<file path="src/rtl/audio_pkg.sv">
// Shared audio-path definitions: transmitter state encoding and sizing helpers.
package audio_pkg;

  typedef enum logic {
    TX_IDLE = 1'b0,
    TX_RUN  = 1'b1
  } tx_state_t;

  localparam int DEFAULT_DATA_WIDTH = 16;

  // Bit-counter width for a frame of two channel words.
  function automatic int cnt_width(input int data_width);
    return $clog2(2 * data_width);
  endfunction

  localparam int DEFAULT_CNT_WIDTH = cnt_width(DEFAULT_DATA_WIDTH);

endpackage

</file>
<file path="src/rtl/i2s_transmitter.sv">
// I2S (Philips) stereo transmitter. BCLK, LRCLK and SDATA are registered in the
// system clock domain and advanced by an external bit-clock enable strobe.
// Sample pairs enter through valid/ready into a holding register and are copied
// into the frame shift register at each frame boundary.
//
//   state   | meaning
//   --------+----------------------------------------------------------
//   TX_IDLE | pins low, strobes ignored, waiting for i_enable
//   TX_RUN  | each strobe toggles BCLK; falling strobes advance the bit
module i2s_transmitter
  import audio_pkg::*;
#(
  parameter int DATA_WIDTH = DEFAULT_DATA_WIDTH
) (
  input  logic                  i_clk,
  input  logic                  i_rst_n,
  input  logic                  i_bclk_en,
  input  logic                  i_enable,
  input  logic [DATA_WIDTH-1:0] i_sample_left,
  input  logic [DATA_WIDTH-1:0] i_sample_right,
  input  logic                  i_sample_valid,
  output logic                  o_sample_ready,
  output logic                  o_i2s_bclk,
  output logic                  o_i2s_lrclk,
  output logic                  o_i2s_sdata,
  output logic                  o_underrun,
  output logic                  o_busy
);

  localparam int FW = 2 * DATA_WIDTH;
  localparam int CW = cnt_width(DATA_WIDTH);

  // Bit index of the last right-channel bit, and the span where LRCLK is high
  // (it leads each channel's MSB by one bit).
  localparam logic [CW-1:0] B_LAST  = CW'(FW - 1);
  localparam logic [CW-1:0] B_LR_LO = CW'(DATA_WIDTH - 1);
  localparam logic [CW-1:0] B_LR_HI = CW'(FW - 2);

  tx_state_t       r_state;
  logic [CW-1:0]   r_b;
  logic [FW-1:0]   r_hold;
  logic            r_hold_full;
  logic [FW-1:0]   r_shift;
  logic            r_bclk;
  logic            r_lrclk;
  logic            r_sdata;
  logic            r_underrun;
  logic            r_busy;

  logic            w_transfer;
  logic [CW-1:0]   w_b_next;

  assign w_transfer = i_sample_valid & ~r_hold_full;
  assign w_b_next   = (r_b == B_LAST) ? '0 : r_b + CW'(1);

  // Control FSM, holding register, shift register and registered pins.
  always_ff @(posedge i_clk) begin
    if (!i_rst_n) begin
      r_state     <= TX_IDLE;
      r_b         <= B_LAST;
      r_hold      <= '0;
      r_hold_full <= 1'b0;
      r_shift     <= '0;
      r_bclk      <= 1'b0;
      r_lrclk     <= 1'b0;
      r_sdata     <= 1'b0;
      r_underrun  <= 1'b0;
      r_busy      <= 1'b0;
    end else begin
      r_underrun <= 1'b0;

      // Transfer only happens with holding empty, so it never collides with
      // the load below clearing a full holding register.
      if (w_transfer) begin
        r_hold      <= {i_sample_left, i_sample_right};
        r_hold_full <= 1'b1;
      end

      case (r_state)
        TX_IDLE: begin
          if (i_enable) begin
            r_state <= TX_RUN;
            r_busy  <= 1'b1;
          end
        end
        TX_RUN: begin
          if (i_bclk_en) begin
            if (!r_bclk) begin
              r_bclk <= 1'b1;
            end else if ((r_b == B_LAST) && !i_enable) begin
              // Stop on the frame boundary; holding contents are kept.
              r_state <= TX_IDLE;
              r_busy  <= 1'b0;
              r_bclk  <= 1'b0;
              r_lrclk <= 1'b0;
              r_sdata <= 1'b0;
            end else begin
              r_bclk  <= 1'b0;
              r_b     <= w_b_next;
              r_lrclk <= (w_b_next >= B_LR_LO) && (w_b_next <= B_LR_HI);
              if (r_b == B_LAST) begin
                // Frame load: no bypass, a pair arriving now waits a frame.
                if (r_hold_full) begin
                  r_shift     <= r_hold << 1;
                  r_sdata     <= r_hold[FW-1];
                  r_hold_full <= 1'b0;
                end else begin
                  r_shift    <= '0;
                  r_sdata    <= 1'b0;
                  r_underrun <= 1'b1;
                end
              end else begin
                r_sdata <= r_shift[FW-1];
                r_shift <= r_shift << 1;
              end
            end
          end
        end
        default: r_state <= TX_IDLE;
      endcase
    end
  end

  assign o_sample_ready = ~r_hold_full;
  assign o_i2s_bclk     = r_bclk;
  assign o_i2s_lrclk    = r_lrclk;
  assign o_i2s_sdata    = r_sdata;
  assign o_underrun     = r_underrun;
  assign o_busy         = r_busy;

endmodule

</file>
<file path="config.mk">
export PLATFORM = sky130hd
export DESIGN_NAME = i2s_transmitter
export DESIGN_NICKNAME = d
export VERILOG_FILES = /design/src/rtl/audio_pkg.sv /design/src/rtl/i2s_transmitter.sv
export SDC_FILE = /design/constraint.sdc
export NUM_CORES = 1
export LEC_CHECK = 0
export CORE_MARGIN = 4
export CORE_UTILIZATION = 25
export CTS_BUF_LIST = sky130_fd_sc_hd__clkbuf_8
export DETAILED_ROUTE_END_ITERATION = 7
export HOLD_SLACK_MARGIN = 0.05
export PLACE_DENSITY_LB_ADDON = 0.3
export REMOVE_ABC_BUFFERS = 1
export SLEW_MARGIN = 40
export SYNTH_ARGS = -nofsm -noshare
export SYNTH_HDL_FRONTEND = slang
export SYNTH_SLANG_ARGS = --single-unit
</file>
<file path="constraint.sdc">
create_clock -name i_clk -period 1.99 [get_ports i_clk]
set_input_delay 0.199 -clock i_clk [delete_from_list [all_inputs] [get_ports i_clk]]
set_output_delay 0.199 -clock i_clk [all_outputs]
set_load 0.02 [all_outputs]
</file>
==> flow_metrics.env <==
export IMPL_status="complete, no violations"
export IMPL_rows=41
export IMPL_worst_hold_path_type="in -> reg"
export IMPL_drive_gt1_share_pct=9.21
export IMPL_h_tree_depth=3
export IMPL_grt_pass1_vias=2692
export IMPL_synth_top_area_share_pct=45.7
export IMPL_post_route_util_pct=32.0
export IMPL_power_leakage_nw=1.96
export IMPL_wire_per_inst_um=12.8
export IMPL_timing_rr_end="r_shift[12]"
export IMPL_reg2reg_depth=8
export IMPL_setup_viol=0
export IMPL_drv_slew=0
export IMPL_instances_no_fill=563
export IMPL_insertion_delay_ns=0.34
export IMPL_chipHeight_um=123
export IMPL_syn2layout_area_growth_pct=24.2
export IMPL_antenna_left=0
export IMPL_route_detailed_drc=0
export IMPL_synth_cell_types=34
export IMPL_rsz0062_at_grt="no"
export IMPL_start_util_pct=25.8
export IMPL_crit_path_end_kind="flip-flop"
export IMPL_synth_top_area_cell="dfxtp_1"
export IMPL_avgSynthCellArea_um2=9.30
export IMPL_yosys_warnings=0
export IMPL_clock_path_buffers=2
export IMPL_dr_first_iter_drc_count=109
export IMPL_dieWidth_um=123
export IMPL_r2r_start="r_b[0]"
export IMPL_cp_startpoint="r_b[0]"
export IMPL_die_area_mm2=0.0150
export IMPL_clk_pin_slew_ns=0.08
export IMPL_synth_edf_count=0
export IMPL_critPathLaunchType="flip-flop"
export IMPL_grt_use_total_pct=10.3
export IMPL_netlist_area_mm2=0.00328
export IMPL_drv_cap=0
export IMPL_dr_wl_met2_um=3260
export IMPL_cts_setup_buffers=0
export IMPL_dp_cells=547
export IMPL_crit_fanout=37
export IMPL_finalCritPeriodShare_pct=94.9
export IMPL_clock_sinks=75
export IMPL_grt_pass1_wl_um=12300
export IMPL_antennaDiodeCount=0
export IMPL_cts_tree="built"
export IMPL_cts_resized=0
export IMPL_hold_viol=0
export IMPL_finClkSkew_ns=0.00839
export IMPL_antenna_found_initial=0
export IMPL_grt_ovfl_total=0
export IMPL_seq_area_frac_synth_pct=45.7
export IMPL_first_pass_iters=5
export IMPL_synthArstFlopShare_pct=0
export IMPL_p_per_area_mw_per_mm2=768
export IMPL_arrival_ns=2.11
export IMPL_finalNetCount=426
export IMPL_gp_congestion=0.721
export IMPL_synth_cells=353
export IMPL_max_slew_worst_pin_slew_ns=0.354
export IMPL_numCtsBuffers=9
export IMPL_required_ns=2.21
export IMPL_holdPathStages=3
export IMPL_endpoint="r_shift[12]"
export IMPL_fmax_mhz=530
export IMPL_wirelength_um=7190
export IMPL_avgViaCountPerCell=4.56
export IMPL_ios=43
export IMPL_reg2reg_setup_slack_ns=0.10
export IMPL_core_mm2=0.0127
export IMPL_synth_seq_cells=75
export IMPL_worst_setup_path_type="reg -> reg"
export IMPL_dr_wl_met3_um=200
export IMPL_final_min_clock_period_ns=1.89
export IMPL_wl_met1_um=3590
export IMPL_port_buffers=42
export IMPL_max_vdd_ir_drop_v=0.000396
export IMPL_synth_common_cells="76 x nand2_1, 75 x dfxtp_1, 32 x and3_1"
export IMPL_top_layer_used="met4"
export IMPL_ys_flop_type="dfxtp_1"
export IMPL_cts_root_buffer="clkbuf_8"
export IMPL_routed_via_count=2570
export IMPL_slew_headroom_pct=76.4
export IMPL_synth_area_leaders="dfxtp_1 46%, o211a_1 9.5%, nand2_1 8.7%, a211o_1 8.0%, and3_1 6.1%"
export IMPL_ctsHoldBuffers=0
export IMPL_place_hpwl_um=4830
export IMPL_synth_most_common_cell="nand2_1"
export IMPL_grt_max_degree=42
[cell families after synthesis]
family / after synthesis / synth area share [%]
buf+inv: 37 / 5.98
flops: 75 / 45.7
xor+xnor: 3 / 0.801
compound gates: 106 / 27.9
fa+ha+maj: 3 / 1.14
simple gates: 129 / 18.5
[through the flow]
stage | setup TNS [ns] | hold slack, ns | instance area, µm² | setup slack, ns | total power, mW
floorplan | -23.59 | 0.271 | 3100 | -0.715 | 1.77
global placement | 0 | 0.436 | 3860 | 0.118 | 1.96
detailed placement | 0 | 0.445 | 3860 | 0.0727 | 1.96
CTS | 0 | 0.337 | 4070 | 0.0511 | 3.19
global route | 0 | 0.362 | 4080 | 0.00245 | 3.28
finish | 0 | 0.349 | 4080 | 0.102 | 3.13
[layout make-up]
cell class | instances | area [µm²]
Fill cell | 1393 | 8650
Multi-Input combinational cell | 241 | 1590
Sequential cell | 75 | 1500
Timing Repair Buffer | 56 | 546
Tap cell | 172 | 215
Clock buffer | 12 | 165
Clock inverter | 4 | 47.5
Inverter | 3 | 11.3
[where the power goes]
part	leakage, nW	switching, mW	internal, mW
clock network	0.108	0.532	0.678
registers	0.611	0.0297	1.56
logic	1.24	0.170	0.163
[state kept, by name (all words and copies together), names as in the netlist]
signal       flops
r_state          1
r_shift         31
r_hold          32
r_hold_full      1
o_busy           1
o_underrun       1
o_i2s_lrclk      1
r_b              5
o_i2s_bclk       1
o_i2s_sdata      1
[per-layer routing]
layer / vias up / global-route usage, %
li1: 1326 / -
met1: 1196 / 12.6
met2: 41 / 17.2
met3: 7 / 2.30
met4: 0 / 4.41
met5: - / 0
[worst min path at each step]
stage,startpoint,to,slack (ns)
2_1_floorplan,i_rst_n,r_b[0],0.27
5_1_grt,i_rst_n,r_b[4],0.36
4_1_cts,i_rst_n,r_b[4],0.34
6_report,i_rst_n,r_b[4],0.35
3_5_place_dp,r_hold[27],r_hold[27],0.45
3_3_place_gp,r_hold[9],r_hold[9],0.44
[worst max-delay path, cell delays in order, from the launching register on]
cell and delay (ns):
dfxtp_1 0.34, ha_1 0.24, and3_1 0.21, ha_2 0.20, inv_2 0.12, o21ai_4 0.08, buf_12 0.18, a211o_1 0.27
o211a_1 0.13
[cell usage in the layout, fill, tap and decap left out, drive strengths merged]
| master | synthesis | layout |
|---|---|---|
| nand2 | 76 | 76 |
| dfxtp | 75 | 75 |
| clkdlybuf4s50 | 0 | 41 |
| a21boi | 34 | 34 |
| and3 | 32 | 32 |
| o211a | 31 | 31 |
| a211o | 30 | 30 |
| buf | 16 | 15 |
| clkbuf | 18 | 12 |
| nand3 | 8 | 8 |
| nand4 | 3 | 3 |
| a21oi | 3 | 3 |
| o211ai | 3 | 3 |
| inv | 3 | 3 |
| nor2b | 3 | 3 |
| ha | 3 | 3 |
| xor2 | 2 | 2 |
| clkinv | 0 | 2 |
| o21a | 1 | 1 |
| o21ai | 1 | 1 |
| xnor2 | 1 | 1 |
| and2 | 1 | 1 |
| nor2 | 1 | 1 |
| or2 | 1 | 1 |
| nand3b | 1 | 1 |
| o2111ai | 1 | 1 |
| nor3b | 1 | 1 |
| o31ai | 1 | 1 |
| nand2b | 1 | 1 |
| o311ai | 1 | 1 |
| nor3 | 1 | 1 |
| clkinvlp | 0 | 1 |
| bufinv | 0 | 1 |
Power figures use the tool's default switching activity.
